--- src/rtl/arbiter_hold_if.sv ---
// Request/grant bundle between bus masters and the hold arbiter.
// The arbiter sits on the slave modport; requesters use master.
interface arbiter_hold_if #(
    parameter int NUM_PORTS = 6,
    parameter int ID_WIDTH  = 3
);
    logic [NUM_PORTS-1:0] request;
    logic [NUM_PORTS-1:0] grant;
    logic [ID_WIDTH-1:0]  grant_id;
    logic                 active;
    logic                 preempt;

    modport master (
        output request,
        input  grant,
        input  grant_id,
        input  active,
        input  preempt
    );

    modport slave (
        input  request,
        output grant,
        output grant_id,
        output active,
        output preempt
    );
endinterface

--- src/rtl/arbiter_hold.sv ---
// Round-robin arbiter with multi-cycle ownership; a contended owner is
// rotated out after MAX_HOLD granted cycles, with a one-cycle idle gap.
module arbiter_hold #(
    parameter int NUM_PORTS  = 6,
    parameter int MAX_HOLD   = 8,
    parameter int HOLD_WIDTH = 4,
    parameter int ID_WIDTH   = 3
) (
    input  logic          clk,
    input  logic          rst,
    arbiter_hold_if.slave arb
);

    localparam logic [HOLD_WIDTH-1:0] HOLD_LAST = HOLD_WIDTH'(MAX_HOLD - 1);
    localparam logic [ID_WIDTH-1:0]   LAST_PORT = ID_WIDTH'(NUM_PORTS - 1);

    typedef enum logic {
        IDLE,
        OWN
    } state_e;

    state_e                state_q, state_d;
    logic [NUM_PORTS-1:0]  grant_q, grant_d;
    logic [ID_WIDTH-1:0]   grant_id_q, grant_id_d;
    logic                  active_q;
    logic                  preempt_q, preempt_d;
    logic [HOLD_WIDTH-1:0] count_q, count_d;
    logic [ID_WIDTH-1:0]   last_q, last_d;

    logic                  win_found;
    logic [ID_WIDTH-1:0]   win_id;
    logic [ID_WIDTH-1:0]   cand;
    logic                  owner_req;
    logic                  contended;

    // Search starts just past the previous owner, so it is served last.
    always_comb begin
        win_found = 1'b0;
        win_id    = '0;
        cand      = '0;
        for (int unsigned off = 1; off <= NUM_PORTS; off++) begin
            cand = ID_WIDTH'((32'(last_q) + off) % NUM_PORTS);
            if (!win_found && arb.request[cand]) begin
                win_found = 1'b1;
                win_id    = cand;
            end
        end
    end

    assign owner_req = arb.request[grant_id_q];
    assign contended = |(arb.request & ~grant_q);

    always_comb begin
        state_d    = state_q;
        grant_d    = grant_q;
        grant_id_d = grant_id_q;
        count_d    = count_q;
        last_d     = last_q;
        preempt_d  = 1'b0;

        unique case (state_q)
            IDLE: begin
                grant_d    = '0;
                grant_id_d = '0;
                if (win_found) begin
                    grant_d    = NUM_PORTS'(1) << win_id;
                    grant_id_d = win_id;
                    count_d    = '0;
                    state_d    = OWN;
                end
            end
            OWN: begin
                if (!owner_req) begin
                    grant_d    = '0;
                    grant_id_d = '0;
                    last_d     = grant_id_q;
                    state_d    = IDLE;
                end else if (count_q == HOLD_LAST) begin
                    if (contended) begin
                        grant_d    = '0;
                        grant_id_d = '0;
                        last_d     = grant_id_q;
                        preempt_d  = 1'b1;
                        state_d    = IDLE;
                    end else begin
                        count_d = '0;
                    end
                end else begin
                    count_d = count_q + HOLD_WIDTH'(1);
                end
            end
            default: state_d = IDLE;
        endcase
    end

    always_ff @(posedge clk) begin
        if (rst) begin
            state_q    <= IDLE;
            grant_q    <= '0;
            grant_id_q <= '0;
            active_q   <= 1'b0;
            preempt_q  <= 1'b0;
            count_q    <= '0;
            last_q     <= LAST_PORT;
        end else begin
            state_q    <= state_d;
            grant_q    <= grant_d;
            grant_id_q <= grant_id_d;
            active_q   <= |grant_d;
            preempt_q  <= preempt_d;
            count_q    <= count_d;
            last_q     <= last_d;
        end
    end

    assign arb.grant    = grant_q;
    assign arb.grant_id = grant_id_q;
    assign arb.active   = active_q;
    assign arb.preempt  = preempt_q;

endmodule

--- src/flat_wrapper.sv ---
// flat-port wrapper written by rule: the top's interface ports become plain ports
module arbiter_hold_flat 
#(
    parameter int NUM_PORTS  = 6,
    parameter int MAX_HOLD   = 8,
    parameter int HOLD_WIDTH = 4,
    parameter int ID_WIDTH   = 3
)
  (clk, rst, arb_request, arb_grant, arb_grant_id, arb_active, arb_preempt);
  arbiter_hold_if #(.NUM_PORTS(NUM_PORTS), .ID_WIDTH(ID_WIDTH)) arb_i ();
  input  logic clk;
  input  logic rst;
  input wire logic [$bits(arb_i.request)-1:0] arb_request;
  output wire logic [$bits(arb_i.grant)-1:0] arb_grant;
  output wire logic [$bits(arb_i.grant_id)-1:0] arb_grant_id;
  output wire logic [$bits(arb_i.active)-1:0] arb_active;
  output wire logic [$bits(arb_i.preempt)-1:0] arb_preempt;
  assign arb_i.request = arb_request;
  assign arb_grant = arb_i.grant;
  assign arb_grant_id = arb_i.grant_id;
  assign arb_active = arb_i.active;
  assign arb_preempt = arb_i.preempt;
  arbiter_hold #(.NUM_PORTS(NUM_PORTS), .MAX_HOLD(MAX_HOLD), .HOLD_WIDTH(HOLD_WIDTH), .ID_WIDTH(ID_WIDTH)) u_core (.clk(clk), .rst(rst), .arb(arb_i));
endmodule
--- config.mk ---
export PLATFORM = sky130hd
export DESIGN_NAME = arbiter_hold_flat
export DESIGN_NICKNAME = d
export VERILOG_FILES = /design/src/rtl/arbiter_hold_if.sv /design/src/rtl/arbiter_hold.sv /design/src/flat_wrapper.sv
export SDC_FILE = /design/constraint.sdc
export NUM_CORES = 1
export LEC_CHECK = 0
export CAP_MARGIN = 15
export CORE_UTILIZATION = 58
export DETAILED_ROUTE_END_ITERATION = 10
export PLACE_DENSITY_LB_ADDON = 0.08
export SLEW_MARGIN = 10
export SYNTH_ARGS = -nofsm -noshare
export SYNTH_HDL_FRONTEND = slang
export SYNTH_SLANG_ARGS = --single-unit
--- constraint.sdc ---
create_clock -name clk -period 5.3 [get_ports clk]
set_input_delay 1.06 -clock clk [delete_from_list [all_inputs] [get_ports clk]]
set_output_delay 1.06 -clock clk [all_outputs]
set_load 0.05 [all_outputs]
==> summary.md <==
| Metric | Value |
|---|---|
| Outcome | finished clean |
| Routed wire length per instance | 15.8 µm |
| Post-CTS Repair Setup Buffers | 0 |
| Starting Density | 0.631 |
| IO Pins | 19 |
| Die height | 60.5 µm |
| P_leak | 0.000912 µW |
| Critical Path RT | 5490 ps |
| Worst-margin pin slew | 824 ps |
| Post-CTS Resized | 0 |
| Fmax | 0.243 GHz |
| Synth Cell Area | 1990 µm² |
| Final Skew | 3.65 ps |
| Crit start category | flip-flop |
| CP cell instances | inv_1, ha_1, nand2_1, nand2_1, ha_1, nor2b_1, nand3_1, a21oi_1, a211o_1, nand3_1, o41ai_4, or4b_4, nor2_1, a22o_1 |
| Total power | 1240 µW |
| Grt ovf | 0 |
| Crit path time final | 4120 ps |
| Initial drt markers | 124 |
| Slowest-stage cell, CP | dfxtp_1 |
| Area of the multi-input gates | 1480 µm² |
| Routed WL | 4640 µm |
| Antenna viol nets, final | 0 |
| Post-cts hold buffer count | 0 |
| CP Capture Type | flip-flop |
| Asr flop ratio synth | 0 |
| DIE AREA | 3670 µm² |
| Gpl congestion | 0.939 |
| Setup_tns | 0 ps |
| Layout cells sized above 1 | 0.137 |
| Hold Violations, Final | 0 |
| Clock Tree Root | clkbuf_4 |
| Vias | 1855 |
| Remaining DRCs | 0 |
| CTS Buf Count | 3 |
| PwrDens | 567 nW/µm² |
| Fin cells | 293 |
| Largest stage delay on the critical path | 750 ps |
| Largest net degree at the start of global routing | 27 |
| Clock buffer depth | 2 |
| Later-pin clock latency in the skew report | 290 ps |
| CTS tree | yes |
| Headroom to the max-slew limit | 0.446 |
| Worst-path clk slew | 110 ps |
| HPWL Detailed | 3580 µm |
| Crit Path Max Fanout | 12 |
| Unrepaired setup endpoints after global routing | false |
| Via-to-Cell Ratio | 6.33 |
| Initial antenna violation count | 0 |
| Port bufs | 18 |
| Row count | 20 |
| Synthesized Nets | 252 |
| Placed cells | 289 |
| Sink Count | 19 |
| Unique masters post-synth | 70 |
| WP data arrival | 4310 ps |
| # H-tree levels | 1 |
| Pre-antenna DRT Iters | 4 |
| Core footprint | 3150 µm² |
| Yosys reg bits | 19 |
| Top post-synthesis cells by area | dfxtp_1, ha_1, nand2_1, a21oi_1, mux4_2 |
| Fin crit share | 0.777 |
| N_diodes | 0 |
| Most area-hungry cell type in the Yosys netlist | dfxtp_1 |
| Sequential Area | 380 µm² |
| First-pass GRT wire length | 7390 µm |
| Synth Warn # | 0 |
| Setup violations, final | 0 |
| Maximum vdd drop | 0.401 mV |
| Number of cells produced by synthesis | 233 |
| Syn-to-layout area delta | 10.4% |
| Filler instances | 284 |
| Total GRT Usage | 0.266 |
| Post-route cell area | 2190 µm² |
| Die Span X | 60.5 µm |
| Setup Crit Path Kind | flip-flop to flip-flop |
| Hold slack | 491 ps |
| Commonest cells post-synth | dfxtp_1, nand2_1, inv_1, nor2_1, a21oi_1 |
| Placed inst area | 2170 µm² |
| Maximum capacitance violations | 0 |
| Number of global-route vias before repair | 1671 |
| Hold Path Class | flip-flop to flip-flop |
| Top FF cell, synth | dfxtp_1 |
| Final nets | 269 |
| Syn avg cell area | 8.53 µm² |
| Yosys top cell area share | 0.191 |
| Post-synthesis sequential area ratio | 0.191 |
| Final Max Tran Viols | 0 |
| Post-synth EDFFs | 0 |
==> critical path: cells and delay by family (launching register included) <==
| kind | cells | cell delay (ps) |
|---|---|---|
| simple gates | 7 | 1050 |
| compound gates | 4 | 1360 |
| flops | 1 | 750 |
| fa+ha+maj | 2 | 640 |
| buf+inv | 1 | 200 |
==> flip-flops by register name, summed over array words and instances (netlist names) <==
signal,count
u_core.arb.grant,6
u_core.count_q,4
u_core.arb.grant_id,3
u_core.last_q,3
u_core.state_q,1
u_core.arb.preempt,1
u_core.arb.active,1
==> per-layer routing <==
metal  track usage  part of all wire  vias to the layer above
met5             0                 0                        -
met4        0.0974             0.019                        0
met3        0.0107             0.036                       11
met2         0.477              0.49                       45
met1         0.339              0.46                      883
li1              -                 -                      916
==> power breakdown <==
| group | internal, µW | switching, µW | total (µW) |
|---|---|---|---|
| sequential | 180 | 59.6 | 240 |
| combinational | 383 | 550 | 933 |
| clock | 28.1 | 43.0 | 71.1 |
| total | 591 | 653 | 1240 |
==> logic make-up after synthesis <==
kind of cell / share of synthesized area
multiplexers: 0.100
buffers and inverters: 0.0661
AND/OR/NAND/NOR: 0.254
adder cells (fa/ha/maj): 0.0692
AO/OA/AOI/OAI: 0.288
flip-flops: 0.191
XOR/XNOR: 0.0308
==> path summary, 6_finish.rpt <==
path | startpoint | cells past startpoint | to | slack (ps)
min | u_core.count_q[3]$_SDFFE_PP0P_ | 2 | u_core.count_q[3]$_SDFFE_PP0P_ | 490
min reg2reg | u_core.count_q[3]$_SDFFE_PP0P_ | 2 | u_core.count_q[3]$_SDFFE_PP0P_ | 490
max reg2reg | u_core.last_q[2]$_SDFFE_PP1P_ | 14 | u_core.arb.grant[1]$_SDFF_PP0_ | 1180
max | u_core.last_q[2]$_SDFFE_PP1P_ | 14 | u_core.arb.grant[1]$_SDFF_PP0_ | 1180
==> final cells by class <==
| type | instances | area share |
|---|---|---|
| multi-input combinational | 189 | 0.673 |
| sequential | 19 | 0.173 |
| timing repair buffer | 19 | 0.0855 |
| inverter | 18 | 0.0308 |
| tap | 44 | 0.0251 |
| clock buffer | 3 | 0.0103 |
| clock inverter | 1 | 0.00228 |
==> layout by cell type, fill, tap and decap left out, drive strengths merged, types with 7 or more instances in the layout <==
cell            n
nand2          20
dfxtp          19
clkdlybuf4s50  18
inv            18
nor2           17
a21oi          14
ha             11
nor3            8
nand3           8
o21ai           8
nand2b          7
==> metrics by stage <==
stage	utilization	worst slack [ps]
2_1_floorplan	-	1900
3_3_place_gp	0.687	1370
3_5_place_dp	0.687	1240
4_1_cts	0.696	1210
5_1_grt	0.696	841
6_report	0.696	1180
(Power assumes the default switching activity.)
